[config.mk]
export PLATFORM = sky130hd
export DESIGN_NAME = queue_access_arbiter_flat
export DESIGN_NICKNAME = d
export VERILOG_FILES = /design/src/rtl/queue_access_arbiter_if.sv /design/src/rtl/queue_access_arbiter.sv /design/src/flat_wrapper.sv
export SDC_FILE = /design/constraint.sdc
export NUM_CORES = 1
export LEC_CHECK = 0
export BUFFER_PORTS_ARGS = -buffer_cell sky130_fd_sc_hd__buf_4
export CORE_MARGIN = 2
export CORE_UTILIZATION = 41
export DETAILED_ROUTE_END_ITERATION = 6
export GPL_TIMING_DRIVEN = 0
export PLACE_DENSITY = 0.72
export REMOVE_ABC_BUFFERS = 1
export SETUP_SLACK_MARGIN = 0.2
export SYNTH_ARGS = -nofsm -noshare
export SYNTH_HDL_FRONTEND = slang
export SYNTH_SLANG_ARGS = --single-unit
export TNS_END_PERCENT = 100
[constraint.sdc]
create_clock -name clk -period 1.3 [get_ports clk]
set_input_delay 0.26 -clock clk [delete_from_list [all_inputs] [get_ports clk]]
set_output_delay 0.26 -clock clk [all_outputs]
set_load 0.05 [all_outputs]
[src/rtl/queue_access_arbiter_if.sv]
// Producer/consumer/queue-port bundle shared by the arbiter and its neighbours.
// master = arbiter side, slave = producers, consumer and queue side.
interface queue_access_arbiter_if #(
    parameter int DW = 4,
    parameter int NP = 2
);
    logic [NP-1:0]    wr_req;
    logic [NP*DW-1:0] wr_data;
    logic [NP-1:0]    wr_gnt;
    logic             rd_req;
    logic             rd_gnt;
    logic             rd_valid;
    logic [DW-1:0]    rd_data;
    logic             q_en;
    logic             q_rw;
    logic [DW-1:0]    q_din;
    logic             q_empty;
    logic             q_full;
    logic [DW-1:0]    q_dout;

    modport master (
        input  wr_req, wr_data, rd_req, q_empty, q_full, q_dout,
        output wr_gnt, rd_gnt, rd_valid, rd_data, q_en, q_rw, q_din
    );

    modport slave (
        output wr_req, wr_data, rd_req, q_empty, q_full, q_dout,
        input  wr_gnt, rd_gnt, rd_valid, rd_data, q_en, q_rw, q_din
    );
endinterface

[src/rtl/queue_access_arbiter.sv]
// Single-port queue arbiter: round-robin producers vs. one consumer, one op per 3 cycles.
// Decision in IDLE, grant/op in ISSUE (+1), read data valid in SETTLE (+2); requesters simply wait.
module queue_access_arbiter #(
    parameter int DW = 4,
    parameter int NP = 2
) (
    input  logic                   clk,
    input  logic                   reset,
    queue_access_arbiter_if.master bus
);
    localparam int IW = $clog2(NP);

    typedef enum logic [1:0] {IDLE, ISSUE, SETTLE} state_t;

    state_t          state_q, state_d;
    logic            op_q, op_d;
    logic [IW-1:0]   win_q, win_d;
    logic [IW-1:0]   rr_ptr_q, rr_ptr_d;
    logic            prefer_read_q, prefer_read_d;
    logic            q_en_q, q_en_d;
    logic            q_rw_q, q_rw_d;
    logic [DW-1:0]   q_din_q, q_din_d;
    logic [NP-1:0]   wr_gnt_q, wr_gnt_d;
    logic            rd_gnt_q, rd_gnt_d;
    logic            rd_valid_q, rd_valid_d;
    logic [DW-1:0]   rd_data_q, rd_data_d;

    logic            found;
    logic [IW-1:0]   wr_win;
    logic            wr_elig, rd_elig;

    always_comb begin
        found  = 1'b0;
        wr_win = '0;
        for (int k = 0; k < NP; k++) begin
            if (!found && bus.wr_req[(int'(rr_ptr_q) + k) % NP]) begin
                found  = 1'b1;
                wr_win = IW'((int'(rr_ptr_q) + k) % NP);
            end
        end
    end

    assign wr_elig = (|bus.wr_req) && !bus.q_full;
    assign rd_elig = bus.rd_req && !bus.q_empty;

    always_comb begin
        state_d       = state_q;
        op_d          = op_q;
        win_d         = win_q;
        rr_ptr_d      = rr_ptr_q;
        prefer_read_d = prefer_read_q;
        q_en_d        = 1'b0;
        q_rw_d        = 1'b0;
        q_din_d       = '0;
        wr_gnt_d      = '0;
        rd_gnt_d      = 1'b0;
        rd_valid_d    = 1'b0;
        rd_data_d     = rd_data_q;
        case (state_q)
            IDLE: begin
                if (wr_elig || rd_elig) begin
                    op_d    = wr_elig && !(rd_elig && prefer_read_q);
                    win_d   = wr_win;
                    state_d = ISSUE;
                    q_en_d  = 1'b1;
                    q_rw_d  = op_d;
                    if (op_d) begin
                        q_din_d  = bus.wr_data[int'(wr_win)*DW +: DW];
                        wr_gnt_d = {{(NP-1){1'b0}}, 1'b1} << wr_win;
                    end else begin
                        rd_gnt_d = 1'b1;
                    end
                end
            end
            ISSUE: begin
                state_d    = SETTLE;
                rd_valid_d = !op_q;
            end
            SETTLE: begin
                state_d       = IDLE;
                prefer_read_d = op_q;
                if (op_q) begin
                    rr_ptr_d = (int'(win_q) == NP-1) ? '0 : win_q + 1'b1;
                end else begin
                    rd_data_d = bus.q_dout;
                end
            end
            default: state_d = IDLE;
        endcase
    end

    always_ff @(posedge clk or posedge reset) begin
        if (reset) begin
            state_q       <= IDLE;
            op_q          <= 1'b0;
            win_q         <= '0;
            rr_ptr_q      <= '0;
            prefer_read_q <= 1'b0;
            q_en_q        <= 1'b0;
            q_rw_q        <= 1'b0;
            q_din_q       <= '0;
            wr_gnt_q      <= '0;
            rd_gnt_q      <= 1'b0;
            rd_valid_q    <= 1'b0;
            rd_data_q     <= '0;
        end else begin
            state_q       <= state_d;
            op_q          <= op_d;
            win_q         <= win_d;
            rr_ptr_q      <= rr_ptr_d;
            prefer_read_q <= prefer_read_d;
            q_en_q        <= q_en_d;
            q_rw_q        <= q_rw_d;
            q_din_q       <= q_din_d;
            wr_gnt_q      <= wr_gnt_d;
            rd_gnt_q      <= rd_gnt_d;
            rd_valid_q    <= rd_valid_d;
            rd_data_q     <= rd_data_d;
        end
    end

    // The queue only presents the word during SETTLE, so rd_data passes it through
    // while rd_valid is high and holds the captured copy afterwards.
    assign bus.rd_data  = rd_valid_q ? bus.q_dout : rd_data_q;
    assign bus.q_en     = q_en_q;
    assign bus.q_rw     = q_rw_q;
    assign bus.q_din    = q_din_q;
    assign bus.wr_gnt   = wr_gnt_q;
    assign bus.rd_gnt   = rd_gnt_q;
    assign bus.rd_valid = rd_valid_q;
endmodule

[src/flat_wrapper.sv]
// flat-port wrapper written by rule: the top's interface ports become plain ports
module queue_access_arbiter_flat 
#(
    parameter int DW = 4,
    parameter int NP = 2
)
  (clk, reset, bus_wr_req, bus_wr_data, bus_rd_req, bus_q_empty, bus_q_full, bus_q_dout, bus_wr_gnt, bus_rd_gnt, bus_rd_valid, bus_rd_data, bus_q_en, bus_q_rw, bus_q_din);
  queue_access_arbiter_if #(.DW(DW), .NP(NP)) bus_i ();
  input  logic clk;
  input  logic reset;
  input wire logic [$bits(bus_i.wr_req)-1:0] bus_wr_req;
  input wire logic [$bits(bus_i.wr_data)-1:0] bus_wr_data;
  input wire logic [$bits(bus_i.rd_req)-1:0] bus_rd_req;
  input wire logic [$bits(bus_i.q_empty)-1:0] bus_q_empty;
  input wire logic [$bits(bus_i.q_full)-1:0] bus_q_full;
  input wire logic [$bits(bus_i.q_dout)-1:0] bus_q_dout;
  output wire logic [$bits(bus_i.wr_gnt)-1:0] bus_wr_gnt;
  output wire logic [$bits(bus_i.rd_gnt)-1:0] bus_rd_gnt;
  output wire logic [$bits(bus_i.rd_valid)-1:0] bus_rd_valid;
  output wire logic [$bits(bus_i.rd_data)-1:0] bus_rd_data;
  output wire logic [$bits(bus_i.q_en)-1:0] bus_q_en;
  output wire logic [$bits(bus_i.q_rw)-1:0] bus_q_rw;
  output wire logic [$bits(bus_i.q_din)-1:0] bus_q_din;
  assign bus_i.wr_req = bus_wr_req;
  assign bus_i.wr_data = bus_wr_data;
  assign bus_i.rd_req = bus_rd_req;
  assign bus_i.q_empty = bus_q_empty;
  assign bus_i.q_full = bus_q_full;
  assign bus_i.q_dout = bus_q_dout;
  assign bus_wr_gnt = bus_i.wr_gnt;
  assign bus_rd_gnt = bus_i.rd_gnt;
  assign bus_rd_valid = bus_i.rd_valid;
  assign bus_rd_data = bus_i.rd_data;
  assign bus_q_en = bus_i.q_en;
  assign bus_q_rw = bus_i.q_rw;
  assign bus_q_din = bus_i.q_din;
  queue_access_arbiter #(.DW(DW), .NP(NP)) u_core (.clk(clk), .reset(reset), .bus(bus_i));
endmodule
==> summary.txt <==
Max IR drop VDD = 1070 uV
remaining antenna violation count = 0
Worst setup EP type = primary output
RR Endpoint = u_core.win_q$_DFFE_PP0P_
clk buf depth = 2
Synth cell types = 18
failing checks = negative setup slack
layout cells sized above 1 = 60.7%
initial core utilization = 42.8%
status = complete, but fails checks
RSZ-0062 raised after global routing = yes
Worst EP arrival = 1.24 ns
Max stage delay cell, worst path = dfrtp_2
Syn Inst Count = 68
most common cell after layout, fill and taps aside = buf_4
nature of the critical path startpoint = flip-flop
final setup margin = -0.198 ns
R2R cell count = 3
Synth warnings = 0
Slew @ Worst Pin = 0.756 ns
leakage power figure = 0.623 nW
share of the yosys chip area belonging to registers = 60.2%
clock skew = 0.00159 ns
#FFs+latches synth = 20
WP buf/inv = 1
min cycle time layout = 1.50 ns
number of I/O pins = 33
number of global-route vias before repair = 625
antenna violations before repair = 0
crit-path max FO = 5
CP Cell Sequence = mux2_2, buf_6
pin count of the biggest net entering global routing = 21
Fin. Hold Viols = 0
total global routing overflow = 0
Worst-Skew Late Latency = 0.29 ns
DRC Markers = 0
Buffers on Ports = 32
root buf cell = clkbuf_4
max incr delay on CP = 0.43 ns
Sink Count = 20
critical path data required time = 1.04 ns
core footprint = 0.00194 mm^2
Horiz. Die Dim = 49.1 um
global-route wire length before repair = 2.97 mm
placed cell area = 0.00110 mm^2
n_diodes = 0
NumNets Final = 127
clock-pin transition on the worst setup and hold timing paths = 0.11 ns
Worst Hold Slack = 0.0954 ns
number of buffers created by CTS = 3
via count = 617
average wire per standard cell = 13.1 um
Slew Limit Fails = 0
CTS H-tree lvls = 1
Place WS = -0.170 ns
fin area = 0.00130 mm^2
DRT Pass-1 Iters = 4
reg2reg setup slack = 0.06 ns
worst setup path category = reg -> out
# setup viols final = 5
Syn Area/Cell = 12.2 um^2
final wirelength = 1.75 mm
most frequent cells in the layout = buf_4 (20), dfrtp_1 (17), buf_6 (16)
Max transition margin = 49.6%
Worst R2R Start = u_core.state_q[1]$_DFFE_PP0P_
delay-heaviest family, CP = flip-flops
total negative slack = -0.774 ns
final period utilization = 115%
hold_buf cts = 0
vias per cell = 4.60
DR iter-0 viols = 8
TritonCTS clock tree = built
gr usage total = 16.8%
dpl hpwl = 1.15 mm
die area = 0.00241 mm^2
mapped cell area = 832 um^2
Fmax = 0.668 GHz
Die Y = 49.1 um
Max-Cap Viols = 0
area grow syn2layout = 56.7%
gp weighted congestion = 0.795
Power Dens Cells = 2000 mW/mm^2
Min-Delay Path Class = in -> async
Rows = 16
registers in the layout (all words and copies together) (netlist names), 2 cells and up:
register and cells:
u_core.bus.q_din 4, u_core.rd_data_q 4, u_core.state_q 2, u_core.bus.wr_gnt 2
where the power goes:
| part | internal (mW) | switching (mW) |
|---|---|---|
| combinational | 0.590 | 0.712 |
| sequential | 0.809 | 0.144 |
| clock | 0.170 | 0.180 |
| total | 1.57 | 1.04 |
stage by stage:
stage	util [%]	total power [mW]	cells
6_report	67.1	2.61	134
4_1_cts	65.4	2.55	133
3_3_place_gp	56.8	1.94	126
5_1_grt	67.1	2.73	134
2_1_floorplan	-	1.66	67
3_5_place_dp	56.8	1.96	126
worst reg2reg max path: cells and delay by family (launching register included):
kind | cells | cell delay (ns)
buffers and inverters | 1 | 0.14
AO/OA/AOI/OAI | 1 | 0.21
flip-flops | 1 | 0.47
multiplexers | 1 | 0.33
how the worst max path moves through the flow:
stage	slack, ns	start	end	cells past startpoint
floorplan	-0.15	u_core.bus.rd_valid$_DFF_PP0_	bus_rd_data[0]	1
global placement	-0.13	bus_q_full	u_core.win_q$_DFFE_PP0P_	4
detailed placement	-0.17	bus_q_full	u_core.win_q$_DFFE_PP0P_	4
CTS	-0.20	u_core.bus.rd_valid$_DFF_PP0_	bus_rd_data[1]	2
global route	-0.24	u_core.bus.rd_valid$_DFF_PP0_	bus_rd_data[3]	2
finish	-0.20	u_core.bus.rd_valid$_DFF_PP0_	bus_rd_data[3]	2
cells in the mapped netlist, drive strengths merged:
| cell | n | area share (%) |
|---|---|---|
| a211oi | 2 | 2.4 |
| mux2 | 9 | 12 |
| nor3 | 1 | 1.2 |
| nor2b | 4 | 3.0 |
| nand3b | 5 | 4.5 |
| a21oi | 5 | 3.0 |
| nor2 | 3 | 1.4 |
| o21bai | 1 | 1.4 |
| and2 | 1 | 0.75 |
| a2111o | 1 | 1.4 |
| dfrtp | 20 | 60 |
| clkbuf | 1 | 0.45 |
| nand2 | 3 | 1.4 |
| inv | 4 | 1.8 |
| o21ai | 6 | 3.6 |
| nand2b | 2 | 1.5 |
timing repair:
action,4_1_cts,5_1_grt
pin swaps,5,2
setup endpoints to repair,26,27
buffers inserted,3,1
resized for setup,29,8
area by class of cell:
cell class / instances / area, um^2
repair buffers: 36 / 330
clock buffers: 4 / 36.3
fillers: 156 / 638
well taps: 27 / 33.8
flip-flops and latches: 20 / 504
multi-input cells: 43 / 384
inverters: 4 / 15.0
routing by layer:
layer | vias to the layer above | global-route usage [%] | part of all wire (%)
met5 | - | 0 | 0
met4 | 0 | 8.57 | 1.2
met3 | 2 | 3.07 | 3.1
met2 | 12 | 26.7 | 51
met1 | 292 | 21.9 | 44
li1 | 311 | - | -
cell families (layout without fill, tap and decap cells):
group | after synthesis | in the layout | share of synthesized area, %
AOI/OAI and AO/OA | 15 | 15 | 11.7
and+or+nand+nor | 19 | 19 | 13.7
DFF | 20 | 20 | 60.2
muxes | 9 | 9 | 12.2
buffers and inverters | 5 | 44 | 2.25
Power figures use the tool's default switching activity.
